$ cat config.mk
export PLATFORM = sky130hd
export DESIGN_NAME = fb_fill_engine
export DESIGN_NICKNAME = d
export VERILOG_FILES = /design/src/rtl/fb_pkg.sv /design/src/rtl/fb_swap_ctrl.sv /design/src/rtl/fb_fill_engine.sv
export SDC_FILE = /design/constraint.sdc
export NUM_CORES = 1
export LEC_CHECK = 0
export CORE_MARGIN = 2
export CORE_UTILIZATION = 60
export CTS_BUF_LIST = sky130_fd_sc_hd__clkbuf_8
export CTS_CLUSTER_DIAMETER = 200
export CTS_CLUSTER_SIZE = 12
export DETAILED_ROUTE_END_ITERATION = 8
export PLACE_DENSITY = 0.84
export SYNTH_ARGS = -nofsm -noshare
export SYNTH_HDL_FRONTEND = slang
export SYNTH_SLANG_ARGS = --single-unit
$ cat constraint.sdc
create_clock -name aclk -period 9.23 [get_ports aclk]
set_input_delay 1.846 -clock aclk [delete_from_list [all_inputs] [get_ports aclk]]
set_output_delay 1.846 -clock aclk [all_outputs]
set_load 0.1 [all_outputs]
$ cat src/rtl/fb_pkg.sv
// Shared definitions for the framebuffer fill engine: default geometry,
// fill FSM state encoding and the RGB332 pixel packing helper.
// Ports: none (package).
package fb_pkg;

  localparam int FB_W_DEF = 320;
  localparam int FB_H_DEF = 240;

  // Width of the command coordinate and size fields.
  localparam int CMD_W = 10;

  typedef enum logic [1:0] {
    IDLE = 2'd0,
    CLIP = 2'd1,
    FILL = 2'd2,
    DONE = 2'd3
  } fill_state_e;

  // Pack 8-bit R, G, B channels into one RGB332 pixel.
  function automatic logic [7:0] rgb332(input logic [7:0] r,
                                        input logic [7:0] g,
                                        input logic [7:0] b);
    return {r[7:5], g[7:5], b[7:6]};
  endfunction

endpackage

$ cat src/rtl/fb_swap_ctrl.sv
// Front/back buffer selection, swapped on the vsync rising edge after a request.
// Ports: aclk/arstn; vsync (scan-out sync), swap_req (pulse);
//        swap_pending, front_buf, back_buf (= front_buf+1 mod NUM_BUF).
module fb_swap_ctrl #(
  parameter int NUM_BUF = 2,
  parameter int BUF_W   = 1
) (
  input  logic             aclk,
  input  logic             arstn,
  input  logic             vsync,
  input  logic             swap_req,
  output logic             swap_pending,
  output logic [BUF_W-1:0] front_buf,
  output logic [BUF_W-1:0] back_buf
);

  localparam logic [BUF_W-1:0] LAST_BUF = BUF_W'(NUM_BUF - 1);

  logic             vsync_q;
  logic             vsync_qq;
  logic             pend_q, pend_d;
  logic [BUF_W-1:0] front_q, front_d;
  logic             vsync_rise;

  function automatic logic [BUF_W-1:0] next_buf(input logic [BUF_W-1:0] b);
    return (b == LAST_BUF) ? '0 : b + 1'b1;
  endfunction

  // Edge detected on the registered copy, so the swap lands two cycles
  // after vsync rises.
  assign vsync_rise = vsync_q & ~vsync_qq;

  always_comb begin
    pend_d  = pend_q;
    front_d = front_q;
    if (vsync_rise && pend_q) begin
      front_d = next_buf(front_q);
      // A request arriving on the applying edge is kept for the next frame.
      pend_d  = swap_req;
    end else if (swap_req) begin
      pend_d = 1'b1;
    end
  end

  always_ff @(posedge aclk or negedge arstn) begin
    if (!arstn) begin
      vsync_q  <= 1'b0;
      vsync_qq <= 1'b0;
      pend_q   <= 1'b0;
      front_q  <= '0;
    end else begin
      vsync_q  <= vsync;
      vsync_qq <= vsync_q;
      pend_q   <= pend_d;
      front_q  <= front_d;
    end
  end

  assign swap_pending = pend_q;
  assign front_buf    = front_q;
  assign back_buf     = next_buf(front_q);

endmodule

$ cat src/rtl/fb_fill_engine.sv
// Rectangle fill engine: clips a fill command to the screen and streams one
// pixel write per cycle into framebuffer port A, plus vsync buffer swap.
// Ports: aclk/arstn; cmd_* (valid/ready command); busy/done status;
//        fb_wea/fb_addra/fb_dina with fb_wready grant; vsync/swap_req and
//        front_buf/back_buf/swap_pending from the swap controller.
module fb_fill_engine
  import fb_pkg::*;
#(
  parameter int  FB_W    = FB_W_DEF,
  parameter int  FB_H    = FB_H_DEF,
  parameter int  PIX_W   = 8,
  parameter int  NUM_BUF = 2,
  parameter int  ADDR_W  = 18,
  localparam int BUF_W   = (NUM_BUF > 1) ? $clog2(NUM_BUF) : 1
) (
  input  logic              aclk,
  input  logic              arstn,
  input  logic              cmd_valid,
  output logic              cmd_ready,
  input  logic [CMD_W-1:0]  cmd_x0,
  input  logic [CMD_W-1:0]  cmd_y0,
  input  logic [CMD_W-1:0]  cmd_w,
  input  logic [CMD_W-1:0]  cmd_h,
  input  logic [PIX_W-1:0]  cmd_color,
  input  logic [BUF_W-1:0]  cmd_buf,
  output logic              busy,
  output logic              done,
  output logic              fb_wea,
  output logic [ADDR_W-1:0] fb_addra,
  output logic [PIX_W-1:0]  fb_dina,
  input  logic              fb_wready,
  input  logic              vsync,
  input  logic              swap_req,
  output logic              swap_pending,
  output logic [BUF_W-1:0]  front_buf,
  output logic [BUF_W-1:0]  back_buf
);

  localparam int              XW       = CMD_W + 1;
  localparam logic [XW-1:0]   FB_W_X   = XW'(FB_W);
  localparam logic [XW-1:0]   FB_H_X   = XW'(FB_H);
  localparam logic [ADDR_W-1:0] ROW_STEP = ADDR_W'(FB_W);
  localparam logic [ADDR_W-1:0] BUF_SIZE = ADDR_W'(FB_W * FB_H);

  fill_state_e state_q, state_d;

  // Latched command.
  logic [CMD_W-1:0]  x0_q, y0_q, w_q, h_q;
  logic [PIX_W-1:0]  color_q;
  logic [BUF_W-1:0]  buf_q;

  // Clipped exclusive end coordinates and raster position.
  logic [XW-1:0]     x1_q, y1_q;
  logic [CMD_W-1:0]  x_q, y_q;
  logic [ADDR_W-1:0] row_q;   // address of (0, y_q) in the target buffer
  logic [ADDR_W-1:0] addr_q;

  logic [XW-1:0]     x_end_c, y_end_c, x1_c, y1_c;
  logic              empty_c;
  logic [ADDR_W-1:0] row_base_c;
  logic [XW-1:0]     x_nxt_c, y_nxt_c;
  logic              last_x_c, last_y_c;
  logic              wr_acc_c;

  // ---------------------------------------------------------------------
  // Clip arithmetic (used in CLIP only)
  // ---------------------------------------------------------------------
  assign x_end_c = {1'b0, x0_q} + {1'b0, w_q};
  assign y_end_c = {1'b0, y0_q} + {1'b0, h_q};
  assign x1_c    = (x_end_c > FB_W_X) ? FB_W_X : x_end_c;
  assign y1_c    = (y_end_c > FB_H_X) ? FB_H_X : y_end_c;
  assign empty_c = (w_q == '0) || (h_q == '0) ||
                   ({1'b0, x0_q} >= FB_W_X) || ({1'b0, y0_q} >= FB_H_X);

  // The single multiply: start-of-row address for the first row.
  assign row_base_c = ADDR_W'(buf_q) * BUF_SIZE + ADDR_W'(y0_q) * ROW_STEP;

  // ---------------------------------------------------------------------
  // Raster stepping (used in FILL)
  // ---------------------------------------------------------------------
  assign x_nxt_c  = {1'b0, x_q} + 1'b1;
  assign y_nxt_c  = {1'b0, y_q} + 1'b1;
  assign last_x_c = (x_nxt_c == x1_q);
  assign last_y_c = (y_nxt_c == y1_q);
  assign wr_acc_c = (state_q == FILL) && fb_wready;

  // ---------------------------------------------------------------------
  // FSM
  // ---------------------------------------------------------------------
  always_ff @(posedge aclk or negedge arstn) begin
    if (!arstn) begin
      state_q <= IDLE;
    end else begin
      state_q <= state_d;
    end
  end

  always_comb begin
    state_d   = state_q;
    cmd_ready = 1'b0;
    busy      = 1'b1;
    done      = 1'b0;
    fb_wea    = 1'b0;
    unique case (state_q)
      IDLE: begin
        cmd_ready = 1'b1;
        busy      = 1'b0;
        if (cmd_valid) state_d = CLIP;
      end
      CLIP: begin
        state_d = empty_c ? DONE : FILL;
      end
      FILL: begin
        fb_wea = 1'b1;
        if (wr_acc_c && last_x_c && last_y_c) state_d = DONE;
      end
      DONE: begin
        done    = 1'b1;
        state_d = IDLE;
      end
      default: state_d = IDLE;
    endcase
  end

  // ---------------------------------------------------------------------
  // Datapath
  // ---------------------------------------------------------------------
  always_ff @(posedge aclk or negedge arstn) begin
    if (!arstn) begin
      x0_q    <= '0;
      y0_q    <= '0;
      w_q     <= '0;
      h_q     <= '0;
      color_q <= '0;
      buf_q   <= '0;
      x1_q    <= '0;
      y1_q    <= '0;
      x_q     <= '0;
      y_q     <= '0;
      row_q   <= '0;
      addr_q  <= '0;
    end else begin
      unique case (state_q)
        IDLE: begin
          if (cmd_valid) begin
            x0_q    <= cmd_x0;
            y0_q    <= cmd_y0;
            w_q     <= cmd_w;
            h_q     <= cmd_h;
            color_q <= cmd_color;
            buf_q   <= cmd_buf;
          end
        end
        CLIP: begin
          x1_q   <= x1_c;
          y1_q   <= y1_c;
          x_q    <= x0_q;
          y_q    <= y0_q;
          row_q  <= row_base_c;
          addr_q <= row_base_c + ADDR_W'(x0_q);
        end
        FILL: begin
          // Address/data hold while the arbiter withholds the grant.
          if (wr_acc_c) begin
            if (last_x_c) begin
              x_q    <= x0_q;
              y_q    <= y_nxt_c[CMD_W-1:0];
              row_q  <= row_q + ROW_STEP;
              addr_q <= row_q + ROW_STEP + ADDR_W'(x0_q);
            end else begin
              x_q    <= x_nxt_c[CMD_W-1:0];
              addr_q <= addr_q + 1'b1;
            end
          end
        end
        default: ;
      endcase
    end
  end

  assign fb_addra = addr_q;
  assign fb_dina  = color_q;

  // ---------------------------------------------------------------------
  // Buffer swap, independent of the fill FSM
  // ---------------------------------------------------------------------
  fb_swap_ctrl #(
    .NUM_BUF (NUM_BUF),
    .BUF_W   (BUF_W)
  ) u_swap (
    .aclk         (aclk),
    .arstn        (arstn),
    .vsync        (vsync),
    .swap_req     (swap_req),
    .swap_pending (swap_pending),
    .front_buf    (front_buf),
    .back_buf     (back_buf)
  );

endmodule

==> metrics.md <==
| Metric | Value |
|---|---|
| Count of flip-flops with a built-in enable after synthesis | 0 |
| I/O Pins | 88 |
| Via count | 7,525 |
| Die Y-Extent | 124 um |
| Clock Tree Buf Depth | 2 |
| ANT nets after route | 0 |
| CP Class | flop to output port |
| Die X | around 120 um |
| Post-Route WL | roughly 21 mm |
| Routability congestion estimate | 0.892 |
| Port Buffer Count | 87 |
| Fillers | 1,036 |
| Global-route wire length before repair | 36.3 mm |
| TNS Setup | 0 ns |
| Mean Syn Cell Area | 9.35 sq um |
| R2R depth | 11 |
| Largest net degree at the start of global routing | just under 80 |
| Overall Global Routing Usage | 28.6% |
| Antenna diode instance count | 0 |
| Flip-flop and latch area | 0.00318 sq mm |
| Hold Worst Slack | 0.407 ns |
| Instance area at placement | 0.00968 sq mm |
| Post-CTS sizing | 0 |
| Fraction of layout instances using a drive strength above 1 | 11.1% |
| Area of the mapped netlist | 0.00869 sq mm |
| Combined area of the multi-input logic cells | roughly 0.0052 sq mm |
| Number of hold-repair buffers added at the cts stage | 0 |
| Antenna violations before repair | 0 |
| Async set-reset flop share out of synthesis | 100% |
| Hold EP | u_swap.vsync_qq$_DFF_PN0_ |
| Worst slew margin | 24.7% |
| Buffers inserted by post-CTS timing repair | 0 |
| Type of the worst min-delay path | flop to flop |
| CTS HTree Levels | 4 |
| TritonCTS clock tree | yes |
| Number of slew-limit violations in the final report | 0 |
| Effective utilization at floorplan | 61.9% |
| Final setup skew | 0.0104 ns |
| Number of global-route vias before repair | 7,321 |
| Post-Synthesis Net Count | 1,046 |
| Endpoint kind of the worst setup timing path | output port |
| Final hold vios | 0 |
| Area grow syn2layout | 15.9% |
| WHS Path Cells | 0 |
| Core area | 0.0140 sq mm |
| Detail Placement HPWL | 15.0 mm |
| Flop2flop setup slack | slightly above 5 ns |
| Register bit total from synthesis | 127 |
| Residual overflow from global routing | 0 |
| Post-DR wirelength/cell | ~18 um |
| Result of the run | finished clean |
| Library cells used by synthesis | 74 |
| Final setup violation count | 0 |
| Arrival time of the worst setup path | roughly 2.5 ns |
| Number of nets in the layout | 1,120 |
| Std cell rows | 43 |
| Clock sink count | 127 |
| Master cell of the clock root buffer | clkbuf_8 |
| Clock latency of the later-clocked register in the worst-skew pair | 0.45 ns |
| Final Cycle Share | 47.1% |
| CP required | 7.38 ns |
| Reg2reg start | state_q[0]$_DFFE_PN0P_ |
| Most used flip-flop cell after synthesis | dfrtp_1 |
| Startpoint type of the worst setup path | flop |
| RSZ-0062 raised after global routing | no |
| Finished Cell Area | between 0.01 and 0.015 sq mm |
| Max-cap viol count | 0 |
| Final worst path period need | 4.34 ns |
| First drt pass iteration count | 6 |
| Num CTS Buffers | 17 |
| Beginning of the worst hold path | u_swap.vsync_q$_DFF_PN0_ |
| Maximum clock frequency | 0.230 GHz |
| DRC violations left | 0 |
| Maximum net fanout on the critical path | 4 |
| Vias per Instance | ~6.3 |
| Cell count after synthesis | just over 900 |
| Seq/Total Area, Yosys | a little over a third |
| Count of routing violations after the opening detailed-route iteration | 716 |
| Number of warnings issued by yosys | 0 |
| Area enclosed by the die boundary | 0.0155 sq mm |
| Worst Tran Pin Value | approximately 1.1 ns |
| Register clock-pin slew on the reported worst setup and hold paths | 0.08 ns |
| Capture instance of the worst register-to-register path | y_q[0]$_DFFE_PN0P_ |
per-layer routing:
metal	GRT usage (%)	share of wire [%]	vias up
li1	-	-	3534
met1	38.9	44	3628
met2	46.0	47	319
met3	5.71	7.2	44
met4	9.72	2.1	0
met5	0	0	-
layout by cell type (no fill, tap or decap), types with 39 or more instances in the layout:
master / n
inv_1: 45
mux2_2: 53
o21ai_0: 50
nand2_1: 62
a21oi_1: 63
clkdlybuf4s50_1: 86
nor2_1: 66
ha_1: 56
dfrtp_1: 127
xor2_1: 39
worst max path at each step:
stage,depth (start not counted),end,start
floorplan,3,busy,state_q[0]$_DFFE_PN0P_
detailed placement,6,y_q[0]$_DFFE_PN0P_,fb_wready
CTS,4,busy,state_q[1]$_DFFE_PN0P_
finish,4,busy,state_q[1]$_DFFE_PN0P_
global placement,6,y_q[3]$_DFFE_PN0P_,fb_wready
global route,4,busy,state_q[0]$_DFFE_PN0P_
through the flow:
stage	util, %	cells	worst slack [ns]
3_3_place_gp	68.9	1165	5.15
3_5_place_dp	68.9	1165	5.05
2_1_floorplan	-	930	5.35
4_1_cts	71.7	1197	4.88
5_1_grt	71.7	1197	4.82
6_report	71.7	1197	4.89
sequential cells by signal, summed over array words and instances, names as in the netlist:
register and count:
fb_addra 18, row_q 12, x1_q 11, y1_q 11
h_q 10, w_q 10, x0_q 10, x_q 10
y0_q 10, y_q 10, fb_dina 8, state_q 2
buf_q 1, u_swap.front_buf 1, u_swap.swap_pending 1, u_swap.vsync_q 1
u_swap.vsync_qq 1
cells in the mapped netlist (all sizes together) (6+ instances only):
library cell  count  area (sq um)
nand3            34           183
a211oi           10          75.1
nand2b            8          50.1
o22a              7          61.3
nor4              6          50.0
o32ai             6          52.6
and3             10          62.6
mux2i            12           120
o21a              6          45.0
and2              8          50.1
or4               6          48.8
buf              15          65.1
nand4            12          75.1
nor3             22           110
nand2            64           243
or2               7          43.8
dfrtp           127          3180
clkbuf           22          82.6
inv              45           169
a21oi            63           315
xnor2            35           307
mux2             54           612
nand3b           10          75.1
ha               56           701
nor2             66           248
xor2             39           342
nor2b            13          81.3
o21ai            65           325
a21o              9          67.6
o22ai            15          93.8
critical path, stage by stage, from the launching register on:
cell,delay (ns)
dfrtp_1,0.42
inv_1,0.11
ha_1,0.25
inv_1,0.13
clkdlybuf4s50_1,1.15
final cells by class:
class / count / share of cell area (%)
clock inverter: 15 / 1.61
timing repair buffer: 92 / 8.99
clock buffer: 17 / 2.32
inverter: 45 / 1.68
multi-input combinational: 721 / 51.6
sequential: 127 / 31.5
tap: 180 / 2.24
cells by family after synthesis:
kind of cell / Yosys count / synth area share, %
adders and majority gates: 61 / 9.21
and+or+nand+nor: 284 / 16.8
AOI/OAI and AO/OA: 235 / 17.6
DFF: 127 / 36.6
xor gates and xnor gates: 75 / 7.72
buffers and inverters: 82 / 3.64
muxes: 66 / 8.42
Power is not shown: default switching activity piles up to over one toggle a cycle in this logic, so the estimate is an artifact.
